### config.mk
export PLATFORM = sky130hd
export DESIGN_NAME = complex_mult_scheduler
export DESIGN_NICKNAME = d
export VERILOG_FILES = /design/src/rtl/sched_pkg.sv /design/src/rtl/tag_fifo.sv /design/src/rtl/complex_mult_scheduler.sv
export SDC_FILE = /design/constraint.sdc
export NUM_CORES = 1
export LEC_CHECK = 0
export BUFFER_PORTS_ARGS = -buffer_cell sky130_fd_sc_hd__buf_2
export CAP_MARGIN = 15
export CORE_ASPECT_RATIO = 0.6
export CORE_MARGIN = 1.5
export CORE_UTILIZATION = 47
export CTS_CLUSTER_DIAMETER = 40
export DETAILED_ROUTE_END_ITERATION = 7
export PLACE_DENSITY = 0.8
export SETUP_SLACK_MARGIN = 0.02
export SLEW_MARGIN = 0
export SYNTH_ARGS = -nofsm -noshare
export SYNTH_HDL_FRONTEND = slang
export SYNTH_SLANG_ARGS = --single-unit
### constraint.sdc
create_clock -name clk -period 3.5 [get_ports clk]
set_input_delay 0.525 -clock clk [delete_from_list [all_inputs] [get_ports clk]]
set_output_delay 0.525 -clock clk [all_outputs]
set_load 0.01 [all_outputs]
### src/rtl/sched_pkg.sv
// sched_pkg: shared operand width, scheduler state enum and operand bundle for the complex multiplier scheduler
package sched_pkg;
  localparam int OVERALL_BITS = 16;
  typedef enum logic [1:0] {IDLE, RUN, DRAIN} sched_state_t;
  typedef struct packed {
    logic [OVERALL_BITS-1:0] a_real;
    logic [OVERALL_BITS-1:0] a_imag;
    logic [OVERALL_BITS-1:0] b_real;
    logic [OVERALL_BITS-1:0] b_imag;
  } cmult_operands_t;
endpackage

### src/rtl/tag_fifo.sv
// tag_fifo: in-order FIFO of issuing requester tags; push/din in, pop/dout out, count = entries held (0..DEPTH)
module tag_fifo #(
  parameter int DEPTH = 16,
  parameter int WIDTH = 1
) (
  input  logic                     clk,
  input  logic                     rst_n,
  input  logic                     push,
  input  logic [WIDTH-1:0]         din,
  input  logic                     pop,
  output logic [WIDTH-1:0]         dout,
  output logic [$clog2(DEPTH):0]   count
);
  localparam int AW = $clog2(DEPTH);
  localparam int PW = AW + 1;
  logic [WIDTH-1:0] mem [DEPTH];
  logic [AW:0] wr, rd;
  assign dout = mem[rd[AW-1:0]];
  assign count = wr - rd;
  always_ff @(posedge clk) if (push) mem[wr[AW-1:0]] <= din;
  always_ff @(posedge clk or negedge rst_n) begin
    if (!rst_n) begin
      wr <= '0;
      rd <= '0;
    end else begin
      if (push) wr <= wr + PW'(1);
      if (pop) rd <= rd + PW'(1);
    end
  end
endmodule

### src/rtl/complex_mult_scheduler.sv
// complex_mult_scheduler: round-robin sharing of one complex multiplier; req_* handshakes in, mul_* issue/result, rsp_* routed results, flush/idle/err_underflow control
module complex_mult_scheduler
  import sched_pkg::*;
#(
  parameter int NUM_REQ   = 2,
  parameter int TAG_DEPTH = 16
) (
  input  logic                                  clk,
  input  logic                                  rst_n,
  input  logic [NUM_REQ-1:0]                    req_valid,
  output logic [NUM_REQ-1:0]                    req_ready,
  input  logic [NUM_REQ-1:0][OVERALL_BITS-1:0]  req_a_real,
  input  logic [NUM_REQ-1:0][OVERALL_BITS-1:0]  req_a_imag,
  input  logic [NUM_REQ-1:0][OVERALL_BITS-1:0]  req_b_real,
  input  logic [NUM_REQ-1:0][OVERALL_BITS-1:0]  req_b_imag,
  output logic                                  mul_start,
  output logic [OVERALL_BITS-1:0]               mul_a_real,
  output logic [OVERALL_BITS-1:0]               mul_a_imag,
  output logic [OVERALL_BITS-1:0]               mul_b_real,
  output logic [OVERALL_BITS-1:0]               mul_b_imag,
  input  logic                                  mul_done,
  input  logic [OVERALL_BITS-1:0]               mul_res_real,
  input  logic [OVERALL_BITS-1:0]               mul_res_imag,
  output logic [NUM_REQ-1:0]                    rsp_valid,
  output logic [OVERALL_BITS-1:0]               rsp_real,
  output logic [OVERALL_BITS-1:0]               rsp_imag,
  input  logic                                  flush,
  output logic                                  idle,
  output logic                                  err_underflow
);
  localparam int TW = NUM_REQ > 1 ? $clog2(NUM_REQ) : 1;
  localparam int CW = $clog2(TAG_DEPTH) + 1;
  sched_state_t state;
  cmult_operands_t op;
  logic [TW-1:0] last_grant, gidx, tag;
  logic [CW-1:0] count;
  logic found, accept, pop;
  always_comb begin
    gidx = '0;
    found = 1'b0;
    for (int i = 0; i < NUM_REQ; i++) begin
      if (!found && req_valid[TW'((int'(last_grant) + 1 + i) % NUM_REQ)]) begin
        found = 1'b1;
        gidx = TW'((int'(last_grant) + 1 + i) % NUM_REQ);
      end
    end
  end
  assign accept = state == RUN && !flush && count < CW'(TAG_DEPTH) && found;
  assign req_ready = accept ? NUM_REQ'(1) << gidx : '0;
  assign pop = mul_done && count != '0;
  assign idle = state == IDLE && count == '0;
  assign mul_a_real = op.a_real;
  assign mul_a_imag = op.a_imag;
  assign mul_b_real = op.b_real;
  assign mul_b_imag = op.b_imag;
  tag_fifo #(.DEPTH(TAG_DEPTH), .WIDTH(TW)) u_tags (
    .clk   (clk),
    .rst_n (rst_n),
    .push  (accept),
    .din   (gidx),
    .pop   (pop),
    .dout  (tag),
    .count (count)
  );
  always_ff @(posedge clk or negedge rst_n) begin
    if (!rst_n) begin
      state <= IDLE;
      last_grant <= TW'(NUM_REQ - 1);
      op <= '0;
      mul_start <= 1'b0;
      rsp_valid <= '0;
      rsp_real <= '0;
      rsp_imag <= '0;
      err_underflow <= 1'b0;
    end else begin
      mul_start <= accept;
      rsp_valid <= pop ? NUM_REQ'(1) << tag : '0;
      err_underflow <= err_underflow | (mul_done && count == '0);
      if (accept) begin
        last_grant <= gidx;
        op <= '{a_real: req_a_real[gidx], a_imag: req_a_imag[gidx], b_real: req_b_real[gidx], b_imag: req_b_imag[gidx]};
      end
      if (pop) begin
        rsp_real <= mul_res_real;
        rsp_imag <= mul_res_imag;
      end
      state <= state == IDLE ? (|req_valid && !flush ? RUN : IDLE)
             : state == RUN  ? (flush ? DRAIN : (!(|req_valid) && count == '0) ? IDLE : RUN)
             : (count == '0 && !flush) ? IDLE : DRAIN;
    end
  end
endmodule

# ---- After elaboration in Yosys (flattened, before gate mapping)
# Memory sizes are Yosys's and may differ from the RTL's.
# Cells that the tools add are included.
dict set report word_totals {
  register_bits 113
  ramBits 16
  in_bits 166
  out_inout_bits 103
  word_cells 70
  memories 1
}
dict set report classes {
  add_sub_neg 5
  magnitude_cmp 4
  n_eq_ne 1
  shifts 2
  n_mux 26
  bitwise_logic 1
  n_reduce_logical 17
}
# name depth word_bits read_ports rd_ports_with_merged_regs wr line_no
set memory_table {}
lappend memory_table {u_tags.mem 16 1 1 0 1 tag_fifo.sv:16} ;# logic [WIDTH-1:0] mem [DEPTH];
# cell count
set op_table {}
lappend op_table {{$mux W16} 8}
lappend op_table {{$mux W1} 12}
lappend op_table {{$mux W2} 6}
lappend op_table {{$add A5 B1 Y5 const B} 2}
lappend op_table {{$logic_and A1 B1 Y1} 10}
lappend op_table {{$lt A1 B3 Y1 const B} 2}
lappend op_table {{$logic_not A5 Y1} 1}
lappend op_table {{$lt A5 B5 Y1 const B} 1}
lappend op_table {{$reduce_bool A5 Y1} 1}
lappend op_table {{$sub A5 B5 Y5} 1}
lappend op_table {{$shl A1 B1 Y2 const A} 2}
lappend op_table {{$logic_not A1 Y1} 3}
lappend op_table {{$add A1 B1 Y1 const B} 2}
lappend op_table {{$eq A2 B1 Y1 const B} 1}
lappend op_table {{$logic_not A2 Y1} 1}
lappend op_table {{$lt A1 B2 Y1 const B} 1}
lappend op_table {{$reduce_or A2 Y1} 1}
lappend op_table {{$or A1 B1 Y1} 1}

# ---- Longest topological paths before layout
# Gate-level depths: netlist of the first run.
dict set report logic_depth {
  depth_word 11
  ltp_mapped 11
  ltp_nobuf 9
}

# ---- Hierarchy
# Synthesis of the first run repeated with hierarchy kept, for this count alone.
dict set report hier_totals {
  cells_unflattened 413
  hier_area_um2 5984.5
}
# module instances cells_per_inst area_per_inst_um2
set modules_own_cells {}
lappend modules_own_cells {complex_mult_scheduler 1 302 4654.5}
lappend modules_own_cells {tag_fifo 1 111 1330.0}

# ---- Worst setup path before layout of the first run
# Ideal clock, no wire load.
dict set report synth_path {
  kind {register -> output}
  startpoint {register u_tags.rd[2]}
  endpoint {output port idle}
  t_arrival_ns 2.219
  setup_slack_ns 0.756
  path_stages_with_launch 9
  n_path_buf 1
  path_cell_list {dfrtp_1 > clkbuf_1 > inv_1 > ha_1 > and3b_1 > or3_1 > a211oi_2 > o21ai_0 > nor3_1}
}
dict set report synth_between {
  elab_chain_cells 3
}
# element line_no
set synth_lines {}
lappend synth_lines {{start: declaration} tag_fifo.sv:17} ;# logic [AW:0] wr, rd;
lappend synth_lines {{start signal: assignment} tag_fifo.sv:27} ;# if (pop) rd <= rd + PW'(1);
lappend synth_lines {{$sub A5 B5 Y5} tag_fifo.sv:19} ;# assign count = wr - rd;
lappend synth_lines {{$logic_not A5 Y1} complex_mult_scheduler.sv:51} ;# assign idle = state == IDLE && count == '0;
lappend synth_lines {{$logic_and A1 B1 Y1} complex_mult_scheduler.sv:51}
lappend synth_lines {{end: declaration} complex_mult_scheduler.sv:28} ;# output logic idle,
# Every way passes these cells.

# ---- Worst setup path after layout of the first run
# Ends and elaborated chain as after synthesis.

==> results of run 1 <==
[state kept, by name, indices dropped and copies added (netlist names)]
register       cells
last_grant         1
mul_start          1
u_tags.wr          5
u_tags.mem        16
u_tags.rd          5
rsp_valid          2
mul_a_imag        16
rsp_real          16
mul_b_real        16
err_underflow      1
mul_a_real        16
state              2
mul_b_imag        16
rsp_imag          16
[routing by layer]
| metal | vias up | GRT usage, % | part of all wire [%] |
|---|---|---|---|
| met4 | 0 | 6.42 | 0.61 |
| met3 | 9 | 6.55 | 6.4 |
| met5 | - | 0 | 0 |
| li1 | 2191 | - | - |
| met2 | 151 | 38.2 | 50 |
| met1 | 2141 | 26.8 | 43 |
[kinds of logic after synthesis]
group / count (synthesis)
AOI/OAI and AO/OA: 79
xor gates and xnor gates: 11
adders and majority gates: 9
buffers and inverters: 40
DFF: 129
muxes: 101
and+or+nand+nor: 106
[how the worst max path moves through the flow]
stage / end / slack, ns / cells past startpoint
finish: idle / 0.16 / 8
global route: idle / 0.05 / 8
CTS: idle / 0.08 / 8
detailed placement: mul_a_real[5] / 0.51 / 8
global placement: idle / 0.67 / 8
floorplan: idle / 0.76 / 8
[worst reg2reg max path, cell delays in order (launching register included)]
cell and delay, ns:
dfrtp_1 0.62, ha_1 0.36, a21oi_1 0.31, and3_1 0.29, o2111ai_4 0.27, buf_4 0.33, nor3_1 0.34, and2_1 0.20
[layout make-up]
| type | instances | area share [%] |
|---|---|---|
| Sequential cell | 129 | 41.7 |
| Multi-Input combinational cell | 306 | 30.1 |
| Timing Repair Buffer | 274 | 17.5 |
| Clock buffer | 21 | 6.07 |
| Tap cell | 165 | 2.60 |
| Clock inverter | 11 | 1.61 |
| Inverter | 9 | 0.426 |
[cells in the mapped netlist, types with 3 or more instances]
cell type	instances
dfrtp_1	112
nand2_1	71
o21ai_0	69
mux2i_1	64
mux2_4	32
edfxtp_1	16
clkbuf_1	14
buf_2	9
ha_1	9
xnor2_1	9
inv_1	8
buf_6	6
and2_1	5
and3_1	5
mux4_2	5
nand4_1	4
nor2_1	4
nor2b_1	4
nor3b_1	4
and4_1	3
nor3_1	3
[power by group]
| group | total (mW) | internal [mW] | switching (mW) | leakage, nW |
|---|---|---|---|---|
| combinational | 2.48 | 1.24 | 1.23 | 2.49 |
| clock | 1.79 | 1.13 | 0.656 | 0.291 |
| sequential | 2.58 | 2.10 | 0.474 | 1.59 |
| total | 6.84 | 4.48 | 2.36 | 4.37 |
[timing repair]
action                                 in CTS  in global routing
gates resized for setup                     0                  1
setup endpoints to repair                   0                  1
endpoints found under the hold margin       0                  0
==> results.yml, run 1 <==
outcome:
  status: "finished clean"
run:
  drv_cap: 0
final_layout:
  post-route-cell-area_um2: 7940
  syn_to_final_growth_pct: 34.7
  antennaDiodeCount: 0
  register_area_um2: 3310
  final_util_pct: 65.4
  nNetsFinal: 912
  stdcell_count: 915
  multi_input_area_um2: 2390
  n_fill_cell: 923
  drive_gt1_share_pct: 46.7
  final_common_cell: "buf_2"
  final_cell_mix: "buf_2, dfrtp_1, nand2_1"
placed_design:
  placed_cell_area_um2: 7330
  globalplace.congestion: 0.823
  placedCellCount: 883
  place_ws_ns: 0.509
  hpwl_mm: 10.9
  port-buffer-count: 268
floorplan:
  fp.coreArea_um2: 12100
  ios: 269
  fp.dieW_um: 148
  die-height_um: 89.7
  dieArea_um2: 13200
  num_rows: 31
  start_util_pct: 48.6
clock_tree:
  htree_levels: 4
  cts_root_buf: "clkbuf_16"
  cts_tree: "done"
  clk_latency_ns: 0.40
  cts_buffer_depth: 2
  cts_setup_buffers: 0
  cts_hold_buf: 0
  path_clk_slew_ns: 0.06
  cts_buffers: 17
  clock_sinks: 129
synth:
  synth.area.top_cells: "dfrtp_1, mux2i_1, edfxtp_1"
  synth_flop_cell: "dfrtp_1"
  yosysTopAreaCellShare_pct: 47.5
  syn-cell-area_um2: 5890
  syn_nets: 650
  synth_top_family_by_area: "multiplexers"
  yosys.area_share.adder_pct: 1.91
  yosys-mux-area-fraction_pct: 20.9
  synthXorXnorAreaFrac_pct: 1.63
  avgSynthCellArea_um2: 12.4
  ys_seq_area_share_pct: 56.1
  synth_simple_gate_area_share_pct: 8.26
  postSynthCellCount: 475
  yosys_warnings: 0
  ys_types: 38
  synth_compound_area_share_pct: 7.62
  synth_edf_count: 16
  synth-async-reset-ratio_pct: 87.6
  ys_ff_latch: 129
  synth_top_area_cell: "dfrtp_1"
timing:
  post-route-period-util_pct: 95.4
  timing.final.ws_setup_ns: 0.161
  finalSetupViolations: 0
  fin_tns_setup_ns: 0
  hold_viol_final: 0
  relSlewSlack_pct: 30.1
  whs_ns: 0.318
  fmax_mhz: 299
  rsz0062_at_grt: "no"
  skew_ns: 0.0126
  period_needed_ns: 3.34
  slew_violations: 0
  worst_pin_slew_ns: 1.05
power:
  total_power_mw: 6.84
  p_leak_nw: 4.37
  pwr_density_cell_nw_per_um2: 862
  vdd_ir_drop_max_v: 0.000344
worst_setup_path:
  worstReg2RegStart: "u_tags.wr[3]"
  start_kind: "register"
  path_class: "reg -> out"
  required_ns: 2.97
  cp-startpoint: "u_tags.rd[2]"
  critPathBufInv: 2
  worstPathArrival_ns: 2.81
  slowest_stage: "dfrtp_1"
  crit_chain: "inv_1 -> ha_1 -> and3b_1 -> or3_1 -> a211oi_2 -> o21ai_1 -> nor3_1 -> buf_2"
  r2r_setup_slack_ns: 0.50
  regToRegEndpoint: "u_tags.mem[1]"
  worst-path-max-fanout: 8
  path_delay_family: "simple AND/OR/NAND/NOR gates"
  r2r_cells: 7
  endpoint_kind: "primary output"
  critPathMaxStageDelay_ns: 0.50
worst_hold_path:
  holdCritPathClass: "in -> async"
detailed_routing:
  drc: 0
  vias: 4492
  wire_per_inst_um: 16.0
  drt_iter0_markers: 213
  avgViaCountPerCell: 4.91
  ant_nets: 0
  routed_wl_mm: 14.6
  drtPass1Iterations: 4
global_routing:
  grt_pass1_wl_mm: 22.8
  grt_antenna_before_repair: 0
  first_global_vias: 4647
  grt_max_degree: 91
  track_usage_pct: 22.1
  overflow: 0
(Power assumes the default switching activity.)
==> run 2, diff against run 1 <==
--- a/config.mk
+++ b/config.mk
@@ -14,4 +14,5 @@
 export DETAILED_ROUTE_END_ITERATION = 7
 export PLACE_DENSITY = 0.8
+export REMOVE_ABC_BUFFERS = 1
 export SETUP_SLACK_MARGIN = 0.02
 export SLEW_MARGIN = 0
==> constraint.sdc (replaced) <==
create_clock -name clk -period 3.5 [get_ports clk]
set_input_delay 0.525 -clock clk [delete_from_list [all_inputs] [get_ports clk]]
set_output_delay 0.525 -clock clk [all_outputs]
set_load 0.005 [all_outputs]
==> run 2 against run 1 <==
  * Final area about the same
  * Setup slack worse by 0.033 ns
  * Power down 3.1%
  * Global-route usage down 0.25 points
  * Critical path type unchanged
  * Critical endpoint unchanged
  * Largest power group unchanged
==> results.yml, run 2 (synthesis gave the netlist of run 1 again) <==
timing:
  post-route-period-util_pct: 96.3
  skew_ns: 0.00947
  finalSetupViolations: 0
  fin_tns_setup_ns: 0
  period_needed_ns: 3.37
  fmax_mhz: 297
  relSlewSlack_pct: 32.1
  hold_viol_final: 0
  slew_violations: 0
  rsz0062_at_grt: "no"
  worst_pin_slew_ns: 1.02
power:
  p_leak_nw: 4.37
  clkPwrFrac_pct: 27.4
  vdd_ir_drop_max_v: 0.000414
  power_frac_comb_pct: 33.4
  seqPwrFrac_pct: 39.2
  switchingPower_mw: 2.17
  p_int_mw: 4.47
  swShare_pct: 32.7
  pwr_density_cell_nw_per_um2: 835
outcome:
  status: "finished clean"
clock_tree:
  clk_latency_ns: 0.41
  cts_tree: "done"
  clock_sinks: 129
  path_clk_slew_ns: 0.06
  cts_hold_buf: 0
  cts_root_buf: "clkbuf_16"
  htree_levels: 4
  cts_buffers: 17
  cts_buffer_depth: 2
detailed_routing:
  routed.top_layer: "met4"
  drt_iter0_markers: 209
  routed_wl_mm: 14.2
  dr_wl_met2_mm: 6.99
  wire_per_inst_um: 15.5
  vias: 4513
  wl_met1_mm: 6.06
  wl_met3_mm: 1.07
  ant_nets: 0
  avgViaCountPerCell: 4.94
  drtPass1Iterations: 4
  drc: 0
final_layout:
  final_common_cell: "buf_2"
  final_cell_mix: "buf_2, dfrtp_1, nand2_1"
  final_util_pct: 65.4
  nNetsFinal: 911
  antennaDiodeCount: 0
  syn_to_final_growth_pct: 34.7
  drive_gt1_share_pct: 46.9
worst_setup_path:
  cp-startpoint: "u_tags.wr[2]"
  worstPathArrival_ns: 2.85
  worst-path-max-fanout: 10
  endpoint_kind: "primary output"
  r2r_cells: 8
  regToRegEndpoint: "mul_a_imag[13]"
  worstReg2RegStart: "u_tags.rd[1]"
  path_class: "reg -> out"
  required_ns: 2.97
  start_kind: "register"
  r2r_setup_slack_ns: 0.70
global_routing:
  track_usage_pct: 21.9
  first_global_vias: 4609
  grt_pass1_wl_mm: 22.8
  grt_antenna_before_repair: 0
  grt_max_degree: 65
  overflow: 0
floorplan:
  fp.coreArea_um2: 12100
  start_util_pct: 48.6
  dieArea_um2: 13200
  ios: 269
  die-height_um: 89.7
  num_rows: 31
  fp.dieW_um: 148
run:
  drv_cap: 0
worst_hold_path:
  holdCritPathClass: "in -> async"
placed_design:
  globalplace.congestion: 0.851
  port-buffer-count: 268
  hpwl_mm: 10.5
-- run 2: routing by layer --
layer | global-route usage (%) | vias up
met3 | 7.21 | 8
met1 | 27.1 | 2157
li1 | - | 2193
met5 | 0 | -
met4 | 6.25 | 0
met2 | 36.4 | 155
-- run 2: layout make-up --
type	instances	area, um^2
clock buffer	17	425
clock inverter	15	181
fill	917	4200
inverter	9	33.8
multi-input combinational	306	2390
sequential	129	3310
tap	165	206
timing repair buffer	273	1390
-- run 2: worst max path at each step --
stage | endpoint | slack (ns) | cells after the start
floorplan | u_tags.mem[12] | -0.04 | 8
global placement | idle | 0.68 | 8
finish | idle | 0.13 | 7
global route | idle | 0.03 | 7
CTS | idle | 0.07 | 8
detailed placement | idle | 0.58 | 8
-- run 2: power by group through the flow --
stage	clock network [mW]	logic, mW	registers (mW)
2_1_floorplan	0	1.26	2.63
3_3_place_gp	0	2.16	2.57
3_5_place_dp	0	2.24	2.60
4_1_cts	1.85	2.24	2.60
5_1_grt	1.93	2.44	2.68
6_report	1.82	2.21	2.60
-- run 2: timing repair --
action,CTS,global route
setup buffers,0,0
endpoints found under the setup margin,0,1
endpoints found under the hold margin,0,0
resized for setup,0,1
-- run 2: worst max-delay path: stages, from the launching register on --
cell and delay [ns]:
dfrtp_1 0.55, ha_1 0.36, and3b_1 0.21, or3_1 0.38, a211oi_2 0.35, o21ai_0 0.27, nor3_1 0.19, buf_2 0.14
-- run 2: stage by stage --
step | worst slack, ns | hold WS, ns | total power, mW | cell area (um^2) | std cells
finish | 0.128 | 0.193 | 6.63 | 7940 | 914
global route | 0.0277 | 0.236 | 7.05 | 7940 | 914
CTS | 0.0734 | 0.210 | 6.70 | 7940 | 914
detailed placement | 0.583 | 0.464 | 4.84 | 7330 | 882
global placement | 0.677 | 0.458 | 4.73 | 7330 | 882
floorplan | -0.0406 | 0.229 | 3.89 | 5720 | 444
==> run 3, diff against run 2 <==
- CORE_UTILIZATION: 47 -> 49
- CTS_BUF_LIST: unset -> sky130_fd_sc_hd__clkbuf_8
- PLACE_DENSITY: 0.8 -> 0.83
==> run 3 against run 2 <==
  * Power decreased by 5.1%
  * Highest routed layer unchanged
  * Critical endpoint unchanged
  * Fmax increased by 4.0%
  * Clock skew increased by 0.0046 ns
  * Clock power decreased by 19%
  * Die area decreased by 4.0%
  * Register-to-register slack got worse by 0.21 ns
  * Cell count decreased by 0.44%
  * Routed wire length decreased by 1.9%
  * Worst hold slack got worse by 0.054 ns
  * Setup slack improved by 0.13 ns
==> results.yml, run 3 (synthesis gave the netlist of run 1 again) <==
power:
  total_power_mw: 6.30
  p_leak_nw: 4.31
  pwr_density_cell_nw_per_um2: 807
  vdd_ir_drop_max_v: 0.000434
clock_tree:
  cts_root_buf: "clkbuf_8"
  cts_tree: "done"
  cts_resized: 0
  htree_levels: 4
  cts_hold_buf: 0
  cts_setup_buffers: 0
  clock_sinks: 129
  path_clk_slew_ns: 0.07
  clk_latency_ns: 0.43
  cts_buffers: 17
  cts_buffer_depth: 2
final_layout:
  antennaDiodeCount: 0
  n_fill_cell: 896
  final_common_cell: "buf_2"
  nNetsFinal: 912
  syn_to_final_growth_pct: 32.4
  drive_gt1_share_pct: 46.9
  final_cell_mix: "buf_2, dfrtp_1, nand2_1"
  stdcell_count: 910
worst_setup_path:
  worst-path-max-fanout: 10
  critPathMaxStageDelay_ns: 0.55
  endpoint_kind: "primary output"
  path_class: "reg -> out"
  slowest_stage: "dfrtp_1"
  required_ns: 2.97
  start_kind: "register"
  crit_chain: "ha_1 -> and3b_1 -> or3_1 -> a211oi_2 -> o21ai_1 -> nor3_1 -> buf_2"
  worstPathArrival_ns: 2.72
  path_delay_family: "simple AND/OR/NAND/NOR gates"
  critPathBufInv: 1
floorplan:
  start_util_pct: 51.2
  num_rows: 30
  fp.dieW_um: 145
  dieArea_um2: 12700
  ios: 269
  die-height_um: 88.0
  fp.coreArea_um2: 11500
detailed_routing:
  vias: 4486
  wire_per_inst_um: 15.3
  avgViaCountPerCell: 4.93
  drt_iter0_markers: 165
  drtPass1Iterations: 4
  ant_nets: 0
  routed_wl_mm: 13.9
  drc: 0
timing:
  post-route-period-util_pct: 92.6
  timing.final.ws_setup_ns: 0.258
  fmax_mhz: 308
  relSlewSlack_pct: 30.5
  hold_viol_final: 0
  rsz0062_at_grt: "no"
  skew_ns: 0.0141
  worst_pin_slew_ns: 1.04
  slew_violations: 0
  period_needed_ns: 3.24
  finalSetupViolations: 0
outcome:
  status: "finished clean"
placed_design:
  place_ws_ns: 0.403
  hpwl_mm: 10.6
  placedCellCount: 878
  globalplace.congestion: 0.770
  port-buffer-count: 268
global_routing:
  first_global_vias: 4462
  grt_antenna_before_repair: 0
  grt_pass1_wl_mm: 21.4
  grt_max_degree: 78
  track_usage_pct: 22.1
  overflow: 0
worst_hold_path:
  holdCritPathClass: "in -> async"
run:
  drv_cap: 0
[run 3: final timing paths]
check,endpoint,slack (ns),startpoint,cells after the start
worst max-delay path,idle,0.26,u_tags.wr[2],7
worst min-delay path,rsp_imag[10],0.14,rst_n,1
worst max register to register,rsp_imag[11],0.49,u_tags.wr[2],7
worst min register to register,mul_a_imag[12],0.48,mul_a_imag[12],2
max in group asynchronous,mul_b_imag[10],2.58,rst_n,2
min in group clk,state[0],0.29,flush,2
[run 3: where the power goes]
| part | internal (mW) | switching, mW | total [mW] | leakage (nW) |
|---|---|---|---|---|
| logic | 1.24 | 0.996 | 2.24 | 2.49 |
| clock network | 0.887 | 0.583 | 1.47 | 0.232 |
| registers | 2.10 | 0.486 | 2.59 | 1.59 |
| total | 4.23 | 2.06 | 6.30 | 4.31 |
[run 3: per-stage QoR]
| stage | utilization, % | instance area [um^2] | TNS [ns] | hold WS (ns) |
|---|---|---|---|---|
| after floorplan | - | 5720 | -0.126 | 0.229 |
| after global placement | 63.6 | 7330 | 0 | 0.459 |
| after detailed placement | 63.6 | 7330 | 0 | 0.465 |
| after CTS | 67.7 | 7800 | 0 | 0.147 |
| after global routing | 67.7 | 7800 | 0 | 0.189 |
| final | 67.7 | 7800 | 0 | 0.139 |
[run 3: worst register-to-register path: stages (launching register included)]
cell	delay, ns
dfrtp_1	0.55
ha_1	0.35
and3b_1	0.19
o21ai_0	0.22
a211oi_2	0.14
o22ai_4	0.78
buf_4	0.36
mux2_4	0.32
[run 3: area by class of cell]
type	instances	area (um^2)	share of cell area [%]
Sequential cell	129	3310	42.5
Multi-Input combinational cell	306	2390	30.6
Timing Repair Buffer	274	1400	18.0
Clock buffer	19	262	3.35
Clock inverter	13	208	2.66
Tap cell	160	200	2.56
Inverter	9	33.8	0.433
[run 3: routing by layer]
metal | up-vias | share of wire (%) | track usage, %
met2 | 161 | 49 | 36.8
met4 | 0 | 1.4 | 8.36
met1 | 2119 | 41 | 27.0
met5 | - | 0 | 0
li1 | 2187 | - | -
met3 | 19 | 8.6 | 7.71
